==> config.mk <==
export PLATFORM = sky130hd
export DESIGN_NAME = instruction_aligner
export DESIGN_NICKNAME = d
export VERILOG_FILES = /design/src/rtl/instruction_aligner.sv
export SDC_FILE = /design/constraint.sdc
export NUM_CORES = 1
export LEC_CHECK = 0
export ABC_CLOCK_PERIOD_IN_PS = 9600
export BUFFER_PORTS_ARGS = -buffer_cell sky130_fd_sc_hd__buf_2
export CAP_MARGIN = 10
export CORE_MARGIN = 2
export CORE_UTILIZATION = 30
export CTS_BUF_LIST = sky130_fd_sc_hd__clkbuf_4
export DETAILED_ROUTE_END_ITERATION = 8
export GPL_TIMING_DRIVEN = 0
export PLACE_DENSITY = 0.52
export RECOVER_POWER = 100
export REMOVE_ABC_BUFFERS = 1
export SYNTH_ARGS = -nofsm -noshare
export SYNTH_HDL_FRONTEND = slang
export SYNTH_SLANG_ARGS = --single-unit
==> constraint.sdc <==
create_clock -name clk -period 9.6 [get_ports clk]
set_clock_uncertainty 0.2 [all_clocks]
set_input_delay 1.92 -clock clk [delete_from_list [all_inputs] [get_ports clk]]
set_output_delay 1.92 -clock clk [all_outputs]
set_load 0.02 [all_outputs]
==> src/rtl/instruction_aligner.sv <==
// Realigning buffer that turns word-aligned 32-bit fetch words into whole 16/32-bit instructions.
// Compressed-instruction support is compiled in only when ALIGNER_RVC_EN is defined.
module instruction_aligner #(
  parameter logic [31:0] RESET_PC = 32'h0000_0000
) (
  input  logic        clk,
  input  logic        reset_n,
  input  logic        fetch_valid,
  input  logic [31:0] fetch_data,
  output logic        fetch_ready,
  input  logic        flush,
  input  logic [31:0] flush_pc,
  output logic        inst_valid,
  input  logic        inst_ready,
  output logic [31:0] inst_word,
  output logic [31:0] inst_pc,
  output logic        inst_compressed
);

  // Handshakes: a word moves when fetch_valid && fetch_ready at a rising edge,
  // an instruction moves when inst_valid && inst_ready; flush discards both.

  logic [15:0] hq [4];
  logic [15:0] hq_nxt [4];
  logic [2:0]  count;
  logic [2:0]  count_nxt;
  logic [2:0]  surv;
  logic [2:0]  push_n;
  logic [1:0]  pop_n;
  logic [31:0] head_pc;
  logic        skip_lo;
  logic        head_c;
  logic        fire;
  logic        push;

`ifdef ALIGNER_RVC_EN
  logic unused_flush_bit;
  assign unused_flush_bit = flush_pc[0];
  assign head_c = (hq[0][1:0] != 2'b11);
`else
  logic [1:0] unused_flush_bits;
  assign unused_flush_bits = flush_pc[1:0];
  assign head_c = 1'b0;
`endif

  // fetch_ready depends only on registered count, never on inst_ready.
  assign fetch_ready = (count <= 3'd2);
  assign inst_valid  = ((count >= 3'd1) && head_c) || (count >= 3'd2);
  assign fire        = inst_valid && inst_ready;
  assign push        = fetch_valid && fetch_ready;
  assign pop_n       = !fire ? 2'd0 : (head_c ? 2'd1 : 2'd2);
  assign push_n      = !push ? 3'd0 : (skip_lo ? 3'd1 : 3'd2);
  assign surv        = count - {1'b0, pop_n};
  assign count_nxt   = surv + push_n;

  always_comb begin
    for (int i = 0; i < 4; i++) begin
      hq_nxt[i] = hq[i];
      if (i + int'(pop_n) < 4) hq_nxt[i] = hq[i + int'(pop_n)];
    end
    // New halfwords land directly behind the surviving entries.
    if (push) begin
      for (int i = 0; i < 4; i++) begin
        if (skip_lo) begin
          if (i == int'(surv)) hq_nxt[i] = fetch_data[31:16];
        end else begin
          if (i == int'(surv))     hq_nxt[i] = fetch_data[15:0];
          if (i == int'(surv) + 1) hq_nxt[i] = fetch_data[31:16];
        end
      end
    end
  end

  always_ff @(posedge clk) begin
    if (!reset_n) begin
      count   <= 3'd0;
      skip_lo <= 1'b0;
      head_pc <= RESET_PC;
      for (int i = 0; i < 4; i++) hq[i] <= 16'h0000;
    end else if (flush) begin
      count <= 3'd0;
`ifdef ALIGNER_RVC_EN
      head_pc <= {flush_pc[31:1], 1'b0};
      skip_lo <= flush_pc[1];
`else
      head_pc <= {flush_pc[31:2], 2'b00};
      skip_lo <= 1'b0;
`endif
    end else begin
      count   <= count_nxt;
      head_pc <= head_pc + {29'd0, pop_n, 1'b0};
      if (push) skip_lo <= 1'b0;
      for (int i = 0; i < 4; i++) hq[i] <= hq_nxt[i];
    end
  end

  always_comb begin
    inst_word = 32'h0;
    if (inst_valid) inst_word = head_c ? {16'h0000, hq[0]} : {hq[1], hq[0]};
  end

  assign inst_compressed = inst_valid && head_c;
  assign inst_pc         = head_pc;

endmodule

# Yosys cells after proc, flatten, opt, wreduce, memory -nomap -nowiden
# Memories as Yosys holds them, arrays and structs flattened.
# Index checks and enable logic that the tools add are counted.
[op_classes]
addsub = 7
n_lt_le_gt_ge = 6
eq_ne = 6
n_mux = 25
bitwise = 5
reduce_logical = 5
[op_table]
columns = ["cell", "count"]
rows = [
  ["$mux W16", 16],
  ["$lt A32 B4 Y1 const B", 3],
  ["$mux W32", 2],
  ["$mux W64", 1],
  ["$add A32 B3 Y32", 1],
  ["$eq A2 B32 Y1 const A", 1],
  ["$eq A3 B32 Y1 const A", 1],
  ["$logic_not A32 Y1", 1],
  ["$add A2 B2 Y3 const A", 2],
  ["$eq A3 B3 Y1 const A", 2],
  ["$add A3 B1 Y4 const B", 1],
  ["$eq A2 B4 Y1 const A", 1],
  ["$mux W1", 4],
  ["$mux W2", 2],
  ["$or A1 B1 Y1", 4],
  ["$add A1 B2 Y3 const A", 1],
  ["$add A3 B2 Y3", 1],
  ["$eq A2 B3 Y1 const A", 1],
  ["$ge A3 B2 Y1 const B", 1],
  ["$le A3 B2 Y1 const B", 1],
  ["$logic_not A3 Y1", 1],
  ["$lt A2 B3 Y1 const B", 1],
  ["$sub A3 B2 Y3", 1],
  ["$logic_and A1 B1 Y1", 2],
  ["other kinds (2)", 2],
]
[totals]
regBits = 35
ramBits = 64
input_bits = 69
output_inout_bits = 67
mem_count = 1
[mem_list]
columns = ["name", "depth", "width", "read_ports", "rd_clocked_by_memory_dff", "wr", "line_no", "rtl"]
rows = [
  ["hq", 4, 16, 8, 0, 4, "23", "logic [15:0] hq [4];"],
]

# Depth between registers and ports, before layout
# Gate-level depths: netlist (run 1).
[depth]
word_depth = 10
ltp_mapped = 10

# Worst setup path after synthesis (run 1)
# OpenSTA, ideal clock, no wires.
[synth_path]
path_kind = "input -> register"
start = "in inst_ready"
end = "reg head_pc[24], in the netlist inst_pc[24]"
setup_ps = 74
arrival_time_ps = 4318
required_time_ps = 9326
path_slack_ps = 5008
path_stages = 10
n_path_buf = 3
path_cell_list = "o21a_1 buf_2 buf_1 and2_1 ha_1 nand3_1 or4_1 buf_2 or4_1 a31oi_1"
[synth_between]
elab_chain_len = 4
[synth_lines]
columns = ["item", "line_no", "rtl"]
rows = [
  ["from (decl)", "14", "input logic inst_ready,"],
  ["$logic_and A1 B1 Y1", "49", "assign fire = inst_valid && inst_ready;"],
  ["$mux W2", "51", "assign pop_n = !fire ? 2'd0 : (head_c ? 2'd1 : 2'd2);"],
  ["$add A32 B3 Y32", "91", "head_pc <= head_pc + {29'd0, pop_n, 1'b0};"],
  ["$mux W32", "80", "end else if (flush) begin"],
  ["to (signal assigned)", "86", "head_pc <= {flush_pc[31:2], 2'b00};"],
  ["to (signal assigned)", "91", ""],
  ["to (decl)", "30", "logic [31:0] head_pc;"],
]
# Every way passes these cells.
# A chain may end at the register's enable or synchronous reset.

==> metrics, run 1 <==
core area=around 0.017 mm²; most frequent cell after synthesis=nand2_1; drt initial violations=between 200 and 300; Comb pwr share=around a fifth; nets=729; uppermost routed layer=met5; 1st-pass router iterations=5; ANT cells=0; ranking of synthesized cells by area=edfxtp_1, dfxtp_1, mux2i_1; register area=0.00256 mm²; synth cell count leaders=nand2_1, edfxtp_1, a21oi_1, and2_1, nor2_1; number of synthesized register bits=96; Critical Path End Type=flip-flop; synthesis-to-finish area growth=17.8%; multi-input logic area=0.00244 mm²; Clock Latency Late Sink=about 460 ps; cells after synthesis=between 500 and 600; critical path peak fanout=46; met1 wire length=6.44 mm; min setup slack post-route=3410 ps; final WL=~14 mm; Tmin final=roughly 6200 ps; Distinct cells, synth=between 40 and 50; Pint=between 0.0005 and 0.0006 W; CTS tree=done; vias in the first global route=4,494; largest net degree at the start of global routing=65; P_sw=0.000283 W; Clk pwr share=21.7%; Buf+Inv Stages, Crit Path=3; GR Util All Layers=between 15 and 20%; layout cells sized above 1=16.3%; Slew HR=-82.4%; Compound-Gate Fraction of Synth Area=between 15 and 20%; Max Freq=~160 MHz; DR DRC count=0; post-CTS resize count=0; EDFF count, synth=64; largest area contributor in the netlist=edfxtp_1; post-synthesis sequential area ratio=between 40% and 50%; worst slew pin tran=2730 ps; Switching Share=32.3%; clk slew on worst S/H paths=about 140 ps; fraction of registers with async set/reset=0%; CP Class=input pin to flip-flop; Synth warnings=0; antenna violations before repair=1; Avg WL per Cell=between 15 and 20 µm; num rows=48; Synth Area in Simple Gates=21.9%; crit path DAT=~6100 ps; xor and xnor area share after synthesis=around 1.9%; CP Cell Sequence=clkbuf_1 -> inv_1 -> nand2_1 -> clkbuf_1 -> a211oi_1; syn avg cell area=roughly 9.5 µm²; hold_buf cts=0; Top Family by Delay on Critical Path=buffers and inverters; critical path launch point type=input pin; critical path's largest stage delay=around 1600 ps; fillcell total=between 1,500 and 2,000; status=finished with violations; Worst path most repeated cell=clkbuf_1; die width=roughly 140 µm; synthesized cell area=slightly above 0.005 mm²; period utilization=between 60% and 70%; Final ANT Viol Nets=0; failing checks=capacitance limit, slew limit; Leakage=around 2.2 nW; largest family of logic cells by synthesized area=simple AND/OR/NAND/NOR gates; Pwr Density=143 mW/mm²; post-synthesis adder-cell area fraction=less than 1%; Synth Flop Type=edfxtp_1; Clock Tree Buf Depth=2; max cap viols=2; met3 routed wirelength=946 µm; share of Yosys cell area claimed by the top area cell type=between 30% and 40%; met2 wire length=about 6.7 mm; Peak supply drop=around 0.00005 V; detailed-route via count=around 4,500; Die Height=approximately 140 µm; Initial Util=~30%; proportion of synthesized area in mux cells=6.38%; hold crit path type=flip-flop to flip-flop; WP data required=~9500 ps; Reg power frac=a little under three fifths; total negative slack=0 ps; pre-CTS setup slack=about 4800 ps; placed cells=just under 900; Setup Buffers After CTS=0; Final Max Tran Viols=roughly 110; Vias/cell=5.12; GPL Wtd Cong=about 0.77; Area after DPL=~0.006 mm²; RSZ-0062 raised after global routing=no; Final Hold Fails=0; Design Power=slightly below 0.0009 W; clk sinks=96; Finish-stage setup viols=0; GRT overflow=0; die area=0.0183 mm²; post-route insts no fill=between 800 and 900; clock root cell=clkbuf_4; num ports=between 100 and 150; H-Tree Depth=3; Finished Cell Area=0.00611 mm²; Slowest-stage cell, CP=clkbuf_1; DP HPWL=around 10 mm; IO Port Bufs=130; CTS buffer count=9; setup slack, reg-to-reg=5740 ps; global-route wire length before repair=roughly 23 mm
==> cell families after synthesis <==
| kind of cell | after synthesis |
|---|---|
| muxes | 33 |
| xor gates and xnor gates | 11 |
| AOI/OAI and AO/OA | 128 |
| and+or+nand+nor | 224 |
| buffers and inverters | 48 |
| adders and majority gates | 4 |
| other | 1 |
| DFF | 96 |
==> cells in the final DEF (no fill, tap or decap), drive strengths merged, types with 2 or more instances in the layout <==
master and n:
a211oi 32, a21oi 38, a311oi 2, a31oi 12, and2 37, and3 2
and4 7, buf 90, clkbuf 58, clkinv 5, clkinvlp 2, conb 3
dfxtp 32, edfxtp 64, ha 4, inv 7, mux2i 33, nand2 81
nand2b 5, nand3 12, nand3b 2, nand4 12, nor2 35, nor2b 5
nor3 7, nor4 4, o211a 3, o21a 4, o21ai 24, o311a 3
o31ai 7, or3 4, or4 8, xnor2 5, xor2 6
==> metrics by stage <==
stage	util [%]	hold slack (ps)
finish	35.7	343
global route	35.7	357
CTS	36.4	332
detailed placement	35.8	314
global placement	34.8	304
floorplan	-	380
==> state kept, by name, summed over array words and instances, names as in the netlist <==
signal and cells:
hq 64, count 2, inst_pc 30
==> power groups by stage <==
stage | logic (W) | clock network, W | registers (W)
3_5_place_dp | 0.000192 | 0 | 0.000510
6_report | 0.000182 | 0.000190 | 0.000503
4_1_cts | 0.000193 | 0.000204 | 0.000501
2_1_floorplan | 0.000103 | 0 | 0.000515
5_1_grt | 0.000200 | 0.000221 | 0.000508
3_3_place_gp | 0.000180 | 0 | 0.000510
==> cell type report <==
| class | instances | share of cell area (%) |
|---|---|---|
| sequential | 96 | 42.0 |
| clock buffer | 9 | 1.11 |
| clock inverter | 7 | 0.635 |
| tap | 225 | 4.61 |
| timing repair buffer | 139 | 11.3 |
| inverter | 7 | 0.430 |
| multi-input combinational | 403 | 39.9 |
==> path summary, 6_finish.rpt <==
path / startpoint / to / cells after the start
worst max register to register: count[2]$_SDFF_PN0_ / hq[2][13]$_SDFFCE_PN0P_ / 6
worst min register to register: inst_pc[29]$_SDFF_PN0_ / inst_pc[29]$_SDFF_PN0_ / 2
worst min-delay path: inst_pc[29]$_SDFF_PN0_ / inst_pc[29]$_SDFF_PN0_ / 2
worst max-delay path: flush / hq[0][10]$_SDFFCE_PN0P_ / 5
==> worst min-delay path, delay by kind of cell (launching register included) <==
family / cells / cell delay [ps]
AOI/OAI and AO/OA: 2 / 140
DFF: 1 / 370
==> routing by layer <==
layer	up-vias	GRT usage (%)
met5	-	0
met4	2	5.27
met3	15	3.59
met2	164	26.8
met1	2140	19.6
li1	2213	-
(Power assumes the default switching activity.)
==> run 2, diff against run 1 <==
--- a/config.mk
+++ b/config.mk
@@ -5,7 +5,7 @@
 export SDC_FILE = /design/constraint.sdc
 export NUM_CORES = 1
 export LEC_CHECK = 0
-export ABC_CLOCK_PERIOD_IN_PS = 9600
+export ABC_CLOCK_PERIOD_IN_PS = 5800
 export BUFFER_PORTS_ARGS = -buffer_cell sky130_fd_sc_hd__buf_2
 export CAP_MARGIN = 10
 export CORE_MARGIN = 2
==> constraint.sdc (replaced) <==
create_clock -name clk -period 5.8 [get_ports clk]
set_clock_uncertainty 0.2 [all_clocks]
set_input_delay 1.16 -clock clk [delete_from_list [all_inputs] [get_ports clk]]
set_output_delay 1.16 -clock clk [all_outputs]
set_load 0.02 [all_outputs]
==> metrics, run 2 (synthesized netlist as in run 1, its figures left out) <==
status=finished with violations; failing checks=capacitance limit, slew limit; commonest non-fill, non-tap cell in the layout=buf_2; CTS buffer count=9 (unchanged); commonest non-fill, non-tap cells in the layout=buf_2, nand2_1, edfxtp_1, clkbuf_1, a21oi_1; die area=0.0183 mm² (unchanged); min setup slack post-route=1640 ps (-1770 ps); Final Hold Fails=0 (unchanged); Largest Register=hq; RSZ-0062 raised after global routing=no; DR DRC count=0 (unchanged); CTS tree=done; CP Class=input pin to flip-flop; hold_buf cts=0 (unchanged); WP data required=5910 ps (-3600 ps); vias in the first global route=4,494 (unchanged); die width=135 µm (unchanged); Avg WL per Cell=16.2 µm (about the same); critical path peak fanout=19 (-59%); Final ANT Viol Nets=0 (unchanged); Clock Tree Buf Depth=2 (unchanged); Max Freq=241 MHz; critical path's largest stage delay=860 ps (-750 ps); Clock Latency Late Sink=460 ps (about the same); Top Family by Delay on Critical Path=compound AO/OA/AOI/OAI gates; Slowest-stage cell, CP=o21a_1; Buf+Inv Stages, Crit Path=2 (-1); num rows=48 (unchanged); Pwr Density=237 mW/mm² (+65%); Critical Path End Type=flip-flop; Initial Util=30.3% (unchanged); GRT overflow=0 (unchanged); 1st-pass router iterations=4 (-1); GR Util All Layers=15.7% (unchanged); Final Max Tran Viols=65 (-42%); crit path DAT=4270 ps (-1820 ps); final WL=14.3 mm (about the same); ANT cells=0 (unchanged); register area=0.00256 mm² (unchanged); critical path launch point type=input pin; CP Cell Sequence=buf_2 -> o21a_1 -> ha_1 -> nand3b_1 -> clkbuf_1 -> nand2_1 -> a21oi_1; layout cells sized above 1=16.8% (+0.45 points); IO Port Bufs=130 (unchanged); hold crit path type=flip-flop to flip-flop; Setup Buffers After CTS=0 (unchanged); GPL Wtd Cong=0.772 (unchanged); DP HPWL=9.82 mm (unchanged); num ports=136 (unchanged); drt initial violations=249 (-17%); multi-input logic area=0.00244 mm² (unchanged); Leakage=2.22 nW (+0.65%); Slew HR=-83.6% (-1.2 points); synthesis-to-finish area growth=18.2%; fillcell total=1,801 (-0.22%); global-route wire length before repair=22.5 mm (unchanged); core area=0.0171 mm² (unchanged); Peak supply drop=0.0000836 V (+66%); max cap viols=1 (-1); clk slew on worst S/H paths=150 ps (about the same); max reg flops=64 (unchanged); clk sinks=96 (unchanged); total negative slack=0 ps (unchanged); Die Height=135 µm (unchanged); antenna violations before repair=1 (unchanged); detailed-route via count=4,530 (-0.088%); largest net degree at the start of global routing=65 (unchanged); nets=729 (unchanged); period utilization=just over 70%; pre-CTS setup slack=1750 ps (-3040 ps); Tmin final=between 4000 and 5000 ps; post-CTS resize count=0 (unchanged); worst slew pin tran=2750 ps (+18.3 ps); Vias/cell=5.11 (about the same); Finish-stage setup viols=0 (unchanged); clock root cell=clkbuf_4; H-Tree Depth=3 (unchanged)
[run 2: changes by cell type in the layout (fill, tap and decap cells not counted), sizes merged]
cell,before,now
clkbuf,58,55
buf,90,93
[run 2: path summary, 6_finish.rpt]
path	start	to	slack (ps)	cells past startpoint
setup reg to reg	count[2]$_SDFF_PN0_	hq[2][13]$_SDFFCE_PN0P_	1970	6
hold reg to reg	inst_pc[29]$_SDFF_PN0_	inst_pc[29]$_SDFF_PN0_	340	2
hold / removal	inst_pc[29]$_SDFF_PN0_	inst_pc[29]$_SDFF_PN0_	340	2
setup / recovery	inst_ready	hq[2][13]$_SDFFCE_PN0P_	1640	7
[run 2: worst reg2reg max path, cell delays in order (launching register included)]
cell and delay [ps]:
dfxtp_1 420, o21a_1 900, ha_1 400, nand3b_1 570
clkbuf_1 870, nand2_1 130, a21oi_1 180
[run 2: stage by stage]
step	hold slack, ps	power [W]	instances	area (µm²)	util, %
final	338	0.00145	886	6120	35.8
after global routing	353	0.00154	886	6120	35.8
after CTS	332	0.00149	886	6230	36.4
after detailed placement	314	0.00116	870	6120	35.8
after global placement	304	0.00114	861	5950	34.8
after floorplan	380	0.00102	506	5020	-
[run 2: report_power, final]
part | internal [W] | switching (W)
logic | 0.000107 | 0.000194
clock network | 0.0000837 | 0.000234
registers | 0.000791 | 0.0000409
[run 2: final cells by class]
class	instances	share of cell area, %
Timing Repair Buffer	139	11.6
Clock inverter	7	0.633
Inverter	7	0.429
Sequential cell	96	41.8
Clock buffer	9	1.10
Tap cell	225	4.60
Multi-Input combinational cell	403	39.8
[run 2: metal layers]
| layer | part of all wire, % | global-route usage, % |
|---|---|---|
| met3 | 7.4 | 3.59 |
| met4 | 1.4 | 5.27 |
| met5 | 0.049 | 0 |
| met2 | 47 | 26.8 |
| met1 | 44 | 19.6 |
==> run 3, diff against run 2 <==
--- a/config.mk
+++ b/config.mk
@@ -5,7 +5,7 @@
 export SDC_FILE = /design/constraint.sdc
 export NUM_CORES = 1
 export LEC_CHECK = 0
-export ABC_CLOCK_PERIOD_IN_PS = 5800
+export ABC_CLOCK_PERIOD_IN_PS = 4200
 export BUFFER_PORTS_ARGS = -buffer_cell sky130_fd_sc_hd__buf_2
 export CAP_MARGIN = 10
 export CORE_MARGIN = 2
==> constraint.sdc (replaced) <==
create_clock -name clk -period 4.2 [get_ports clk]
set_clock_uncertainty 0.2 [all_clocks]
set_input_delay 0.84 -clock clk [delete_from_list [all_inputs] [get_ports clk]]
set_output_delay 0.84 -clock clk [all_outputs]
set_load 0.02 [all_outputs]
==> metrics, run 3 (synthesized netlist as in run 1, its figures left out) <==
cell count of the worst reg-to-reg path=7 (+1); CTS buffer count=9 (unchanged); Finished Cell Area=0.00616 mm² (+0.59%); pre-CTS setup slack=471 ps (-1280 ps); Largest Register=hq; Pwr Density=326 mW/mm² (+38%); Slew HR=-6.17% (+77 points); 1st-pass router iterations=5 (+1); synthesis-to-finish area growth=18.9%; GRT overflow=0 (unchanged); Critical Path End Type=flip-flop; total negative slack=0 ps (unchanged); min setup slack post-route=642 ps (-1000 ps); commonest non-fill, non-tap cells in the layout=buf_2, nand2_1, edfxtp_1, clkbuf_1, a21oi_1; critical path launch point type=input pin; detailed-route via count=4,578 (+1.1%); commonest non-fill, non-tap cell in the layout=buf_2; Final Hold Fails=0 (unchanged); max cap viols=1 (unchanged); nets=729 (unchanged); Slowest-stage cell, CP=o21a_1; Final ANT Viol Nets=0 (unchanged); Vias/cell=5.17 (+1.1%); max reg flops=64 (unchanged); Hold Crit Endpoint=inst_pc[29]$_SDFF_PN0_; Leakage=2.23 nW (+0.74%); critical path peak fanout=17 (-2); setup slack, reg-to-reg=650 ps (-1320 ps); clock root cell=clkbuf_4; Tmin final=~3600 ps; Avg WL per Cell=16.2 µm (+0.39%); CP Cell Sequence=buf_2 -> o21a_1 -> and2_0 -> ha_1 -> nand3_1 -> or4_1 -> or4_1 -> a31oi_1; GR Util All Layers=15.7% (unchanged); CTS tree=done; layout cells sized above 1=17.1% (+0.30 points); r2r endpoint=inst_pc[24]$_SDFF_PN0_; RSZ-0062 raised after global routing=no; Reg2Reg Launch Point=count[2]$_SDFF_PN0_; worst slew pin tran=1590 ps (-1160 ps); hold crit path type=flip-flop to flip-flop; final WL=14.4 mm (+0.39%); largest net degree at the start of global routing=65 (unchanged); Clock Latency Late Sink=460 ps (about the same); status=finished with violations; CP Class=input pin to flip-flop; IO Port Bufs=130 (unchanged); crit path DAT=3750 ps (-520 ps); Clock Tree Buf Depth=2 (unchanged); clk slew on worst S/H paths=150 ps (about the same); die area=0.0183 mm² (unchanged); core area=0.0171 mm² (unchanged); Max Freq=about 280 MHz; DR DRC count=0 (unchanged); H-Tree Depth=3 (unchanged); ANT cells=0 (unchanged); num ports=136 (unchanged); GPL Wtd Cong=0.772 (unchanged); critical path's largest stage delay=860 ps (about the same); period utilization=84.7%; fillcell total=1,799 (-0.11%); post-route insts no fill=886 (unchanged); Setup Buffers After CTS=0 (unchanged); clk sinks=96 (unchanged); placed cells=870 (unchanged); Finish-stage setup viols=0 (unchanged); Peak supply drop=0.000115 V (+38%); antenna violations before repair=1 (unchanged); Finished Core Util=36.0% (+0.21 points); hold_buf cts=0 (unchanged); WP data required=4390 ps (-1520 ps); DP HPWL=9.82 mm (unchanged); worst hold path depth=2 (unchanged); Worst path most repeated cell=or4_1; Die Height=135 µm (unchanged); drt initial violations=264 (+6.0%); post-CTS resize count=0 (unchanged); hold path startpoint=inst_pc[29]$_SDFF_PN0_; num rows=48 (unchanged); Initial Util=30.3% (unchanged); failing checks=capacitance limit, slew limit; die width=135 µm (unchanged); Final Max Tran Viols=65 (unchanged); vias in the first global route=4,494 (unchanged); global-route wire length before repair=22.5 mm (unchanged); Area after DPL=0.00612 mm² (unchanged)
## run 3: cell types whose count changed in the layout (fill, tap and decap cells not counted), sizes merged
cell	before	now
clkbuf	55	54
buf	93	94
## run 3: area by class of cell
cell class / instances / area, µm² / share of cell area (%)
clock inverter: 7 / 38.8 / 0.630
timing repair buffer: 139 / 744 / 12.1
tap: 225 / 282 / 4.57
multi-input combinational: 403 / 2440 / 39.6
clock buffer: 9 / 67.6 / 1.10
inverter: 7 / 26.3 / 0.426
sequential: 96 / 2560 / 41.6
## run 3: where the power goes
group          internal (W)  switching, W
logic              0.000156      0.000270
clock network      0.000116      0.000322
registers           0.00109     0.0000566
total               0.00136      0.000648
## run 3: how the worst max path moves through the flow
stage	start	endpoint	slack [ps]	cells past startpoint
after floorplan	inst_ready	hq[2][0]$_SDFFCE_PN0P_	-640	5
after global placement	inst_ready	hq[2][8]$_SDFFCE_PN0P_	-3640	6
after detailed placement	inst_ready	inst_pc[24]$_SDFF_PN0_	470	8
after CTS	count[2]$_SDFF_PN0_	inst_word[4]	840	4
after global routing	count[2]$_SDFF_PN0_	inst_pc[24]$_SDFF_PN0_	450	7
final	inst_ready	inst_pc[24]$_SDFF_PN0_	640	8
## run 3: critical path: cells and delay by family
family                   cells  cell delay (ps)
buffers and inverters        1               90
adder cells (fa/ha/maj)      1              150
AO/OA/AOI/OAI                2             1020
AND/OR/NAND/NOR              4             1650
## run 3: through the flow
stage | hold slack [ps] | total power, W
floorplan | 380 | 0.00141
CTS | 332 | 0.00205
finish | 341 | 0.00201
global placement | 304 | 0.00158
detailed placement | 314 | 0.00161
global route | 347 | 0.00213
## run 3: layer usage
layer	wire length (µm)	track usage, %	part of all wire (%)	vias to the layer above
li1	-	-	-	2219
met1	6390	19.6	44	2160
met2	6760	26.8	47	180
met3	1010	3.59	7.0	17
met4	217	5.27	1.5	2
met5	7	0	0.049	-
